[src/rtl/alu_mc_pkg.sv]
// Shared definitions for the multi-cycle ALU: operation codes, FSM states and
// bit positions inside the flags word.
package alu_mc_pkg;

   localparam logic [3:0] OP_NOT  = 4'h0;
   localparam logic [3:0] OP_AND  = 4'h1;
   localparam logic [3:0] OP_NAND = 4'h2;
   localparam logic [3:0] OP_OR   = 4'h3;
   localparam logic [3:0] OP_NOR  = 4'h4;
   localparam logic [3:0] OP_XOR  = 4'h5;
   localparam logic [3:0] OP_XNOR = 4'h6;
   localparam logic [3:0] OP_SHL  = 4'h7;
   localparam logic [3:0] OP_ADD  = 4'h8;
   localparam logic [3:0] OP_SUB  = 4'h9;
   localparam logic [3:0] OP_MUL  = 4'hA;
   localparam logic [3:0] OP_DIV  = 4'hB;

   localparam int FLAG_ZERO  = 0;
   localparam int FLAG_CARRY = 1;
   localparam int FLAG_OVF   = 2;
   localparam int FLAG_ERR   = 3;

   typedef enum logic [1:0] {
      S_IDLE = 2'd0,
      S_BUSY = 2'd1,
      S_DONE = 2'd2
   } state_t;

endpackage

[src/rtl/alu_mc_iter.sv]
// Iterative unsigned datapath: shift-add multiply or restoring divide, one step
// per cycle. The next-step values are exported so the top can capture them on the
// final step.
module alu_mc_iter #(
   parameter int WIDTH = 8
) (
   input  logic             clk,
   input  logic             rst_n,
   input  logic             load,
   input  logic             step,
   input  logic             is_div,
   input  logic [WIDTH-1:0] a,
   input  logic [WIDTH-1:0] b,
   output logic [WIDTH-1:0] lo_nxt,
   output logic [WIDTH-1:0] hi_nxt,
   output logic             last
);
   import alu_mc_pkg::*;

   localparam int CW = $clog2(WIDTH) + 1;

   logic [WIDTH-1:0] acc, sh, opnd;
   logic [WIDTH-1:0] acc_nxt, sh_nxt;
   logic [WIDTH:0]   sum, trial;
   logic             div_mode;
   logic [CW-1:0]    cnt;

   // acc is the product high half / partial remainder; sh holds multiplier or dividend/quotient
   always_comb begin
      sum   = {1'b0, acc} + (sh[0] ? {1'b0, opnd} : '0);
      trial = {acc, sh[WIDTH-1]} - {1'b0, opnd};
      if (div_mode) begin
         if (!trial[WIDTH]) begin
            acc_nxt = trial[WIDTH-1:0];
            sh_nxt  = {sh[WIDTH-2:0], 1'b1};
         end else begin
            acc_nxt = {acc[WIDTH-2:0], sh[WIDTH-1]};
            sh_nxt  = {sh[WIDTH-2:0], 1'b0};
         end
      end else begin
         acc_nxt = sum[WIDTH:1];
         sh_nxt  = {sum[0], sh[WIDTH-1:1]};
      end
   end

   always_ff @(posedge clk) begin
      if (load) begin
         acc      <= '0;
         sh       <= a;
         opnd     <= b;
         div_mode <= is_div;
      end else if (step) begin
         acc <= acc_nxt;
         sh  <= sh_nxt;
      end
   end

   always_ff @(posedge clk or negedge rst_n) begin
      if (!rst_n)      cnt <= '0;
      else if (load)   cnt <= '0;
      else if (step)   cnt <= cnt + 1'b1;
   end

   assign last   = (cnt == CW'(WIDTH - 1));
   assign lo_nxt = sh_nxt;
   assign hi_nxt = acc_nxt;

endmodule

[src/rtl/alu_mc.sv]
// Multi-cycle ALU top: handshake FSM, single-cycle logic/shift/add/sub, output
// registers, and the iterative MUL/DIV unit.
module alu_mc #(
   parameter int WIDTH = 8,
   parameter int SHW   = $clog2(WIDTH)
) (
   input  logic             clk,
   input  logic             rst_n,
   input  logic             in_valid,
   output logic             in_ready,
   input  logic [WIDTH-1:0] a,
   input  logic [WIDTH-1:0] b,
   input  logic [3:0]       op_code,
   output logic             out_valid,
   input  logic             out_ready,
   output logic [WIDTH-1:0] result,
   output logic [WIDTH-1:0] result_hi,
   output logic [3:0]       flags
);
   import alu_mc_pkg::*;

   localparam int M = WIDTH - 1;

   state_t           state, state_nxt;
   logic             accept, iterative, last;
   logic [3:0]       op_q;
   logic [WIDTH-1:0] it_lo, it_hi, sc_res, sc_hi;
   logic [3:0]       sc_flags, it_flags;
   logic [WIDTH:0]   add_w, sub_w;

   assign accept    = in_valid && in_ready;
   assign iterative = (op_code == OP_MUL) || ((op_code == OP_DIV) && (b != '0));

   always_ff @(posedge clk or negedge rst_n) begin
      if (!rst_n) state <= S_IDLE;
      else        state <= state_nxt;
   end

   always_comb begin
      state_nxt = state;
      case (state)
         S_IDLE:  if (accept)    state_nxt = iterative ? S_BUSY : S_DONE;
         S_BUSY:  if (last)      state_nxt = S_DONE;
         S_DONE:  if (out_ready) state_nxt = S_IDLE;
         default:                state_nxt = S_IDLE;
      endcase
   end

   always_comb begin
      in_ready  = (state == S_IDLE);
      out_valid = (state == S_DONE);
   end

   // DIV only reaches this path with b == 0; MUL never does
   always_comb begin
      add_w    = {1'b0, a} + {1'b0, b};
      sub_w    = {1'b0, a} - {1'b0, b};
      sc_res   = '0;
      sc_hi    = '0;
      sc_flags = '0;
      case (op_code)
         OP_NOT:  sc_res = ~a;
         OP_AND:  sc_res = a & b;
         OP_NAND: sc_res = ~(a & b);
         OP_OR:   sc_res = a | b;
         OP_NOR:  sc_res = ~(a | b);
         OP_XOR:  sc_res = a ^ b;
         OP_XNOR: sc_res = ~(a ^ b);
         OP_SHL:  sc_res = a << b[SHW-1:0];
         OP_ADD: begin
            sc_res              = add_w[M:0];
            sc_flags[FLAG_CARRY] = add_w[WIDTH];
            sc_flags[FLAG_OVF]   = (a[M] == b[M]) && (add_w[M] != a[M]);
         end
         OP_SUB: begin
            sc_res              = sub_w[M:0];
            sc_flags[FLAG_CARRY] = sub_w[WIDTH];
            sc_flags[FLAG_OVF]   = (a[M] != b[M]) && (sub_w[M] != a[M]);
         end
         OP_MUL:  sc_res = '0;
         OP_DIV: begin
            sc_res             = '1;
            sc_hi              = a;
            sc_flags[FLAG_ERR] = 1'b1;
         end
         default: sc_flags[FLAG_ERR] = 1'b1;
      endcase
      sc_flags[FLAG_ZERO] = (sc_res == '0);
   end

   always_comb begin
      it_flags            = '0;
      it_flags[FLAG_ZERO] = (it_lo == '0);
      it_flags[FLAG_OVF]  = (op_q == OP_MUL) && (it_hi != '0);
   end

   always_ff @(posedge clk) begin
      if (accept) op_q <= op_code;
   end

   always_ff @(posedge clk or negedge rst_n) begin
      if (!rst_n) begin
         result    <= '0;
         result_hi <= '0;
         flags     <= '0;
      end else if (accept && !iterative) begin
         result    <= sc_res;
         result_hi <= sc_hi;
         flags     <= sc_flags;
      end else if ((state == S_BUSY) && last) begin
         result    <= it_lo;
         result_hi <= it_hi;
         flags     <= it_flags;
      end
   end

   alu_mc_iter #(.WIDTH(WIDTH)) u_iter (
      .clk    (clk),
      .rst_n  (rst_n),
      .load   (accept && iterative),
      .step   (state == S_BUSY),
      .is_div (op_code == OP_DIV),
      .a      (a),
      .b      (b),
      .lo_nxt (it_lo),
      .hi_nxt (it_hi),
      .last   (last)
   );

endmodule

[config.mk]
export PLATFORM = sky130hd
export DESIGN_NAME = alu_mc
export DESIGN_NICKNAME = d
export VERILOG_FILES = /design/src/rtl/alu_mc_pkg.sv /design/src/rtl/alu_mc_iter.sv /design/src/rtl/alu_mc.sv
export SDC_FILE = /design/constraint.sdc
export NUM_CORES = 1
export LEC_CHECK = 0
export BUFFER_PORTS_ARGS = -buffer_cell sky130_fd_sc_hd__buf_2
export CAP_MARGIN = 0
export CORE_UTILIZATION = 61
export CTS_CLUSTER_DIAMETER = 100
export CTS_CLUSTER_SIZE = 28
export DETAILED_ROUTE_END_ITERATION = 8
export GPL_TIMING_DRIVEN = 0
export MAX_ROUTING_LAYER = met4
export PLACE_DENSITY = 0.91
export SKIP_CTS_REPAIR_TIMING = 1
export SYNTH_ARGS = -nofsm -noshare
export SYNTH_HDL_FRONTEND = slang
export SYNTH_HIERARCHICAL = 1
export SYNTH_SLANG_ARGS = --single-unit
[constraint.sdc]
create_clock -name clk -period 3.6 [get_ports clk]
set_input_delay 0.36 -clock clk [delete_from_list [all_inputs] [get_ports clk]]
set_output_delay 0.36 -clock clk [all_outputs]
set_load 0.02 [all_outputs]
==> results of run 1 <==
layer usage:
layer / routed length (um) / part of all wire / track usage / vias up
met5: 0 / 0 / - / -
met3: 1498 / 0.089 / 0.08333 / 63
met2: 8164 / 0.48 / 0.6703 / 327
met4: 686 / 0.041 / 0.1833 / 0
li1: - / - / - / 2358
met1: 6536 / 0.39 / 0.4764 / 2506
worst reg2reg max path, stage by stage (launching register included):
cell,delay (ps)
edfxtp_1,410
inv_1,120
ha_1,170
inv_1,50
fa_1,430
a211oi_2,300
nor3_2,120
mux2_2,330
nand2_2,170
mux2i_1,200
a21boi_0,140
nor4_1,390
a211oi_2,150
a21oi_1,140
a21oi_1,80
stage by stage:
stage	area, um^2	setup WS [ps]	total power [W]
2_1_floorplan	5154	792.3	0.002229
3_3_place_gp	5510	204.8	0.002677
3_5_place_dp	5510	214.4	0.002758
4_1_cts	5610	181.1	0.003138
5_1_grt	5644	13.67	0.003398
6_report	5644	285.1	0.003215
placed cells by master (no fill, tap or decap), types with 9 or more instances in the layout:
cell type  instances
a21oi_1           32
a31oi_1           12
and2_1            12
buf_2             52
clkbuf_1          17
dfrtp_1           26
edfxtp_1          21
ha_1              42
inv_1             41
mux2_2            17
mux2i_1           17
nand2_1           63
nand2b_1           9
nand3_1           11
nor2_1            52
nor2b_1           12
nor3_1            16
o21ai_0           28
area by class of cell:
cell class                      count  area, um^2  area share
Buffer                             31       140.1     0.02483
Multi-Input combinational cell    479        3430      0.6076
Timing Repair Buffer               48       247.7     0.04389
Clock inverter                      3       31.28    0.005542
Clock buffer                        5       68.82     0.01219
Inverter                           41       153.9     0.02727
Tap cell                          105       131.4     0.02328
Sequential cell                    55        1441      0.2554
logic make-up after synthesis:
kind of cell,synth area share
xor+xnor,0.01870
compound gates,0.2530
simple gates,0.1925
flops,0.2797
fa+ha+maj,0.1175
mux,0.08157
buf+inv,0.05705
state kept, by name, indices dropped and copies added (netlist names):
register / flops
u_iter/div_mode: 1
u_iter/sh: 8
u_iter/acc: 8
op_q: 4
u_iter/cnt: 4
result: 8
result_hi: 8
flags: 4
state: 2
u_iter/opnd: 8
power by group through the flow:
stage                     clock [W]  sequential (W)  combinational (W)
after floorplan                   0         0.00106            0.00117
after global placement            0        0.000981            0.00170
after detailed placement          0        0.000991            0.00177
after CTS                  0.000382        0.000977            0.00178
after global routing       0.000400        0.000997            0.00200
final                      0.000382        0.000981            0.00185
synth_stat cells, drive strengths merged, types with 3 or more instances:
cell type	count	share of area
a2111oi	3	0.0087
a211oi	9	0.015
nor2	53	0.039
edfxtp	21	0.12
o21bai	3	0.0044
a22oi	8	0.012
a21oi	33	0.033
o22ai	8	0.0097
o21a	6	0.0087
inv	41	0.030
nand2b	9	0.011
nand2	64	0.047
a22o	4	0.0068
nand3	12	0.013
nor2b	12	0.015
mux2	17	0.037
nand4	5	0.0061
xnor2	8	0.014
a221o	6	0.012
and2	12	0.015
nor3	17	0.017
nor4	6	0.0073
a21o	6	0.0087
o21ai	28	0.027
a221oi	5	0.0085
or2	4	0.0049
dfxtp	8	0.031
o211ai	5	0.0073
a311oi	5	0.0085
dfrtp	26	0.13
clkbuf	17	0.012
mux2i	18	0.036
xor2	3	0.0051
a31oi	13	0.016
o31ai	3	0.0044
o31a	3	0.0051
buf	14	0.015
a32oi	3	0.0051
o32ai	4	0.0083
nand4b	3	0.0051
ha	42	0.10
fa	4	0.016
path summary, 6_finish.rpt:
path | cells past startpoint | startpoint | end | slack, ps
setup / recovery | 14 | u_iter/sh[7]$_DFFE_PP_ | flags[2]$_DFFE_PN0P_ | 290
hold / removal | 1 | rst_n | u_iter/cnt[1]$_DFFE_PN0P_ | 20
setup reg to reg | 14 | u_iter/sh[7]$_DFFE_PP_ | flags[2]$_DFFE_PN0P_ | 290
hold reg to reg | 2 | result[1]$_DFFE_PN0P_ | result[1]$_DFFE_PN0P_ | 520
max in group asynchronous | 1 | rst_n | result[2]$_DFFE_PN0P_ | 3200
min in group clk | 1 | op_code[2] | op_q[2]$_DFFE_PP_ | 230
==> results.yml, run 1 <==
power_and_ir_drop:
  p_clk_frac: 0.119
  intPower_w: 0.001686
  power_frac_seq: 0.305
  irDropWorstVdd_uv: 292.7
  power_density_mw_per_mm2: 569.6
  netSwitchingPower_w: 0.001529
  combPwrFrac: 0.576
  p_leak_nw: 2.444
  p_sw_frac: 0.4755
floorplan:
  start_util: 0.6304
  ios: 46
  fp.dieH_um: 93.92
  die_x_um: 93.92
  core_mm2: 0.008175
  fp-row-count: 33
  die-area_mm2: 0.008820
global_route:
  grt_pass1_wl_um: 26330
  first_global_vias: 5014
  grt_max_degree: 27
  track_usage: 0.4059
  antenna_found_initial: 0
  grt_remaining_overflow: 0
sta:
  skew_ps: 19.51
  max_freq_ghz: 0.3017
  relSlewSlack: 0.3074
  report.final.hold_viol_count: 0
  tightest_slew_ps: 1031
  finalSetupTns_ps: 0
  grt_setup_unrepaired: "no"
  setup_viol: 0
  whs_ps: 17.30
  finalCritPeriodShare: 0.9208
  period_needed_ps: 3315
  slew_viol_final: 0
final_layout:
  synthToLayoutAreaGrowth_pct: 9.517
  stdcell_count: 767
  final_util: 0.6904
  fillers: 673
  layout-drive-gt1-share: 0.1601
  antenna_cells: 0
  nNetsFinal: 731
cts:
  clock_sinks: 55
  clock-root-buffer: "clkbuf_8"
  clock_latency_ps: 320
  tritoncts: "yes"
  cts_buffers: 5
  htreeDepth: 2
  clockBufferDepth: 2
  clk_pin_slew_ps: 120
routing:
  drtIter0Drc: 467
  ant_nets: 0
  drt-total-wl_um: 16890
  drc: 0
  wl_per_cell_um: 22.01
  first_pass_iters: 6
  drt-vias-per-instance: 6.850
  vias: 5254
worst_setup_path:
  path_class: "register to register"
  crit_chain: "inv_1 -> ha_1 -> inv_1 -> fa_1 -> a211oi_2 -> nor3_2 -> mux2_2 -> nand2_2 -> mux2i_1 -> a21boi_0 -> nor4_1 -> a211oi_2 -> a21oi_1 -> a21oi_1"
  crit_fanout: 8
  critPathTopFamily: "compound AO/OA/AOI/OAI gates"
  cp_slowest_stage_delay_ps: 430
  required_ps: 3800
  startpoint_type: "register"
  cp-end-kind: "register"
  crit_buf_inv: 2
  cp_slowest_cell: "fa_1"
  cp.arrival_ps: 3520
placement:
  gp_congestion: 0.9947
  port-buffer-count: 45
  dp_hpwl_um: 13210
  dp.cells: 756
synth:
  synth_edf_count: 21
  ys_seq_area_frac: 0.2797
  synth_cells: 606
  ys.flop_type: "dfrtp_1"
  syn_avg_cell_area_um2: 8.504
  synth.yosys.warnings: 6
  syn-cell-area_mm2: 0.005154
  syn-num-nets: 676
  synth_cell_types: 77
  ys_ff_latch: 55
  postSynth.asyncResetShare: 0.4727
run:
  maxCapViolations: 0
min_path:
  hold_path.class: "primary input to asynchronous set/reset pin"
run_status:
  status: "completed"
Power figures use the tool's default switching activity.
==> inputs of run 2 (changes only) <==
Clock period 3.6 ns to 3.7 ns, I/O delays scaled along.
==> results.yml, run 2 (same netlist as run 1, synthesis figures left out) <==
floorplan:
  die-area_mm2: 0.008820
  fp-row-count: 33
  die_x_um: 93.92
  core_mm2: 0.008175
  start_util: 0.6304
  ios: 46
  fp.dieH_um: 93.92
final_layout:
  antenna_cells: 0
  synthToLayoutAreaGrowth_pct: 8.983
  final_util: 0.6870
  final_cell_mix: "nand2_1, buf_2, nor2_1"
  final_common_cell: "nand2_1"
  layout-drive-gt1-share: 0.1548
  nNetsFinal: 728
  fillers: 683
global_route:
  first_global_vias: 5014
  grt_remaining_overflow: 0
  grt_max_degree: 27
  grt_pass1_wl_um: 26330
  track_usage: 0.4059
  antenna_found_initial: 0
cts:
  htreeDepth: 2
  clock-root-buffer: "clkbuf_8"
  clock_latency_ps: 320
  clk_pin_slew_ps: 120
  cts_buffers: 5
  clock_sinks: 55
  tritoncts: "yes"
  clockBufferDepth: 2
routing:
  first_pass_iters: 5
  ant_nets: 0
  vias: 5253
  drtIter0Drc: 430
  drc: 0
  drt-total-wl_um: 16830
  drt-vias-per-instance: 6.876
  wl_per_cell_um: 22.03
power_and_ir_drop:
  power_frac_seq: 0.307
  irDropWorstVdd_uv: 284.5
  p_sw_frac: 0.4741
  power_density_mw_per_mm2: 553.7
  intPower_w: 0.001635
  combPwrFrac: 0.574
  p_clk_frac: 0.119
  p_leak_nw: 2.429
  netSwitchingPower_w: 0.001474
sta:
  max_freq_ghz: 0.2883
  slew_viol_final: 0
  skew_ps: 17.50
  relSlewSlack: 0.2914
  report.final.hold_viol_count: 0
  whs_ps: 35.31
  grt_setup_unrepaired: "no"
  tightest_slew_ps: 1055
  finalCritPeriodShare: 0.9375
  finalSetupTns_ps: 0
  period_needed_ps: 3469
  setup_viol: 0
worst_setup_path:
  cp-end-kind: "register"
  cp.arrival_ps: 3720
  path_class: "register to register"
  cp_slowest_cell: "fa_1"
  cp_slowest_stage_delay_ps: 430
  critPathTopFamily: "compound AO/OA/AOI/OAI gates"
  startpoint_type: "register"
  required_ps: 3950
  crit_buf_inv: 2
  crit_fanout: 8
  crit_chain: "inv_1 -> ha_1 -> inv_1 -> fa_1 -> a211oi_2 -> nor3_2 -> mux2_2 -> nand2_2 -> o211ai_1 -> a31oi_2 -> nor4_1 -> a211oi_1 -> a21oi_1 -> a21oi_1"
placement:
  dp_hpwl_um: 13210
  port-buffer-count: 45
  gp_congestion: 0.9947
run_status:
  status: "completed"
run:
  maxCapViolations: 0
min_path:
  hold_path.class: "primary input to asynchronous set/reset pin"
[run 2: cell types whose count changed in the layout (fill, tap and decap cells not counted), sizes merged]
cell  change
buf       -3
[run 2: cell type report]
| type | count | area, um^2 | share of cell area |
|---|---|---|---|
| Multi-Input combinational cell | 479 | 3425 | 0.6097 |
| Sequential cell | 55 | 1441 | 0.2566 |
| Clock buffer | 5 | 68.82 | 0.01225 |
| Timing Repair Buffer | 45 | 225.2 | 0.04010 |
| Inverter | 41 | 153.9 | 0.02740 |
| Clock inverter | 3 | 31.28 | 0.005569 |
| Tap cell | 105 | 131.4 | 0.02339 |
| Buffer | 31 | 140.1 | 0.02495 |
[run 2: metal layers]
metal | global-route usage | up-vias | routed length (um)
li1 | - | 2348 | -
met1 | 0.4764 | 2531 | 6639
met2 | 0.6703 | 309 | 8224
met3 | 0.08333 | 65 | 1303
met4 | 0.1833 | 0 | 664
met5 | - | - | 0
[run 2: worst paths after layout]
| check | from | cells after the start | to | slack, ps |
|---|---|---|---|---|
| max | u_iter/sh[7]$_DFFE_PP_ | 14 | flags[2]$_DFFE_PN0P_ | 230 |
| min | rst_n | 1 | u_iter/cnt[3]$_DFFE_PN0P_ | 40 |
| max reg2reg | u_iter/sh[7]$_DFFE_PP_ | 14 | flags[2]$_DFFE_PN0P_ | 230 |
| min reg2reg | result[1]$_DFFE_PN0P_ | 2 | result[1]$_DFFE_PN0P_ | 530 |
| max in group asynchronous | rst_n | 1 | result[1]$_DFFE_PN0P_ | 3280 |
| min in group clk | op_code[2] | 1 | op_q[2]$_DFFE_PP_ | 250 |
[run 2: per-stage QoR]
step	cell area (um^2)	worst slack (ps)	cells	total power [W]
after floorplan	5154	892.3	606	0.002168
after global placement	5510	294.8	756	0.002605
after detailed placement	5510	314.4	756	0.002684
after CTS	5610	281.1	764	0.003053
after global routing	5617	42.76	764	0.003290
final	5617	231.2	764	0.003110
[run 2: power by group through the flow]
stage / Combinational, W / Clock [W] / Sequential (W)
after floorplan: 0.00114 / 0 / 0.00103
after global placement: 0.00165 / 0 / 0.000955
after detailed placement: 0.00172 / 0 / 0.000964
after CTS: 0.00173 / 0.000372 / 0.000950
after global routing: 0.00193 / 0.000389 / 0.000972
final: 0.00179 / 0.000369 / 0.000955
==> inputs of run 3 (changes only) <==
Settings changed: GPL_ROUTABILITY_DRIVEN from default to 1, RECOVER_POWER from default to 100.
==> results.yml, run 3 (same netlist as run 1, synthesis figures left out) <==
min_path:
  min_to: "op_q[2]$_DFFE_PP_"
  hold_depth: 1
  hold_path.class: "primary input to register"
  min_from: "op_code[2]"
routing:
  drt-vias-per-instance: 6.843
  first_pass_iters: 5
  drt-total-wl_um: 16890
  ant_nets: 0
  wl_per_cell_um: 22.11
  drtIter0Drc: 480
  drc: 0
  vias: 5228
placement:
  postPlaceCellArea_mm2: 0.005510
  dp_hpwl_um: 13210
  port-buffer-count: 45
  gp_congestion: 0.9947
power_and_ir_drop:
  p_leak_nw: 2.310
  netSwitchingPower_w: 0.001475
  power_frac_seq: 0.311
  intPower_w: 0.001601
  p_sw_frac: 0.4794
  irDropWorstVdd_uv: 285.0
  power_density_mw_per_mm2: 555.5
  combPwrFrac: 0.569
  p_clk_frac: 0.120
final_layout:
  synthToLayoutAreaGrowth_pct: 7.453
  final_common_cell: "nand2_1"
  design_area_mm2: 0.005538
  layout-drive-gt1-share: 0.08953
  final_cell_mix: "nand2_1, clkbuf_1, nor2_1"
  antenna_cells: 0
  nNetsFinal: 728
sta:
  grt_setup_unrepaired: "no"
  finalSetupTns_ps: 0
  relSlewSlack: 0.06567
  slew_viol_final: 0
  tightest_slew_ps: 1401
  finalCritPeriodShare: 0.9440
  setup_viol: 0
  max_freq_ghz: 0.2863
  skew_ps: 18.97
  report.final.hold_viol_count: 0
  period_needed_ps: 3493
worst_setup_path:
  startpoint_type: "primary input"
  crit_top_cell: "clkbuf_1"
  cp-end-kind: "register"
  cp.arrival_ps: 3560
  path_class: "primary input to register"
  r2r_slack_ps: 270
  rr_startpoint: "u_iter/sh[7]$_DFFE_PP_"
  r2r_end: "flags[2]$_DFFE_PN0P_"
  cp_slowest_cell: "nor2_1"
  crit_buf_inv: 4
  r2r_cells: 14
  crit_chain: "clkbuf_1 -> clkbuf_1 -> clkbuf_1 -> nand3_1 -> nor2_1 -> clkbuf_1 -> mux2_2"
  crit_fanout: 13
  required_ps: 3770
  critPathTopFamily: "buffers and inverters"
  cp_slowest_stage_delay_ps: 800
global_route:
  grt_max_degree: 27
  grt_util_met1: 0.4764
  grtUsageMet2: 0.6703
  track_usage: 0.4059
  grt_remaining_overflow: 0
  top_usage_layer: "met2"
  grt_pass1_wl_um: 26330
  antenna_found_initial: 0
  met3_usage: 0.08333
  first_global_vias: 5014
floorplan:
  core_mm2: 0.008175
  die_x_um: 93.92
  die-area_mm2: 0.008820
  ios: 46
  start_util: 0.6304
  fp-row-count: 33
  fp.dieH_um: 93.92
cts:
  cts_buffers: 5
  clockBufferDepth: 2
  clock_latency_ps: 320
  clock-root-buffer: "clkbuf_8"
  clock_sinks: 55
  clk_pin_slew_ps: 100
  htreeDepth: 2
  tritoncts: "yes"
run:
  maxCapViolations: 0
run_status:
  status: "completed"
run 3: area by class of cell:
cell class | instances | area, um^2
Clock inverter | 3 | 31.28
Sequential cell | 55 | 1441
Buffer | 31 | 133.9
Inverter | 41 | 153.9
Fill cell | 715 | 2638
Multi-Input combinational cell | 479 | 3395
Clock buffer | 5 | 68.82
Tap cell | 105 | 131.4
Timing Repair Buffer | 45 | 182.7
run 3: worst max path at each step:
stage                                 from                endpoint  slack (ps)  cells past startpoint
finish                          op_code[1]  u_iter/sh[7]$_DFFE_PP_         210                      7
floorplan           u_iter/sh[7]$_DFFE_PP_    flags[2]$_DFFE_PN0P_         890                     14
global placement                      b[1]    flags[0]$_DFFE_PN0P_         290                     11
global route        u_iter/sh[0]$_DFFE_PP_    flags[2]$_DFFE_PN0P_          50                     13
CTS                 u_iter/sh[7]$_DFFE_PP_    flags[2]$_DFFE_PN0P_         280                     14
detailed placement  u_iter/sh[7]$_DFFE_PP_    flags[2]$_DFFE_PN0P_         310                     14
run 3: power by group through the flow:
stage / combinational (W) / sequential, W / clock, W
final: 0.00175 / 0.000958 / 0.000369
after global routing: 0.00189 / 0.000976 / 0.000389
after CTS: 0.00173 / 0.000950 / 0.000372
after detailed placement: 0.00172 / 0.000964 / 0
after global placement: 0.00165 / 0.000955 / 0
after floorplan: 0.00114 / 0.00103 / 0
run 3: per-stage QoR:
stage	util	total power [W]	cells	worst slack, ps	hold WS [ps]
final	0.6774	0.003076	764	207.3	250.0
after floorplan	-	0.002168	606	892.3	74.41
after global placement	0.6740	0.002605	756	294.8	373.0
after CTS	0.6863	0.003053	764	281.1	36.13
after global routing	0.6774	0.003250	764	45.24	245.2
after detailed placement	0.6740	0.002684	756	314.4	393.7
run 3: per-layer routing:
metal	vias up	share of wire	wire [um]
met4	0	0.037	626
met2	321	0.49	8219
met1	2489	0.39	6636
met5	-	0	0
met3	64	0.083	1409
li1	2354	-	-
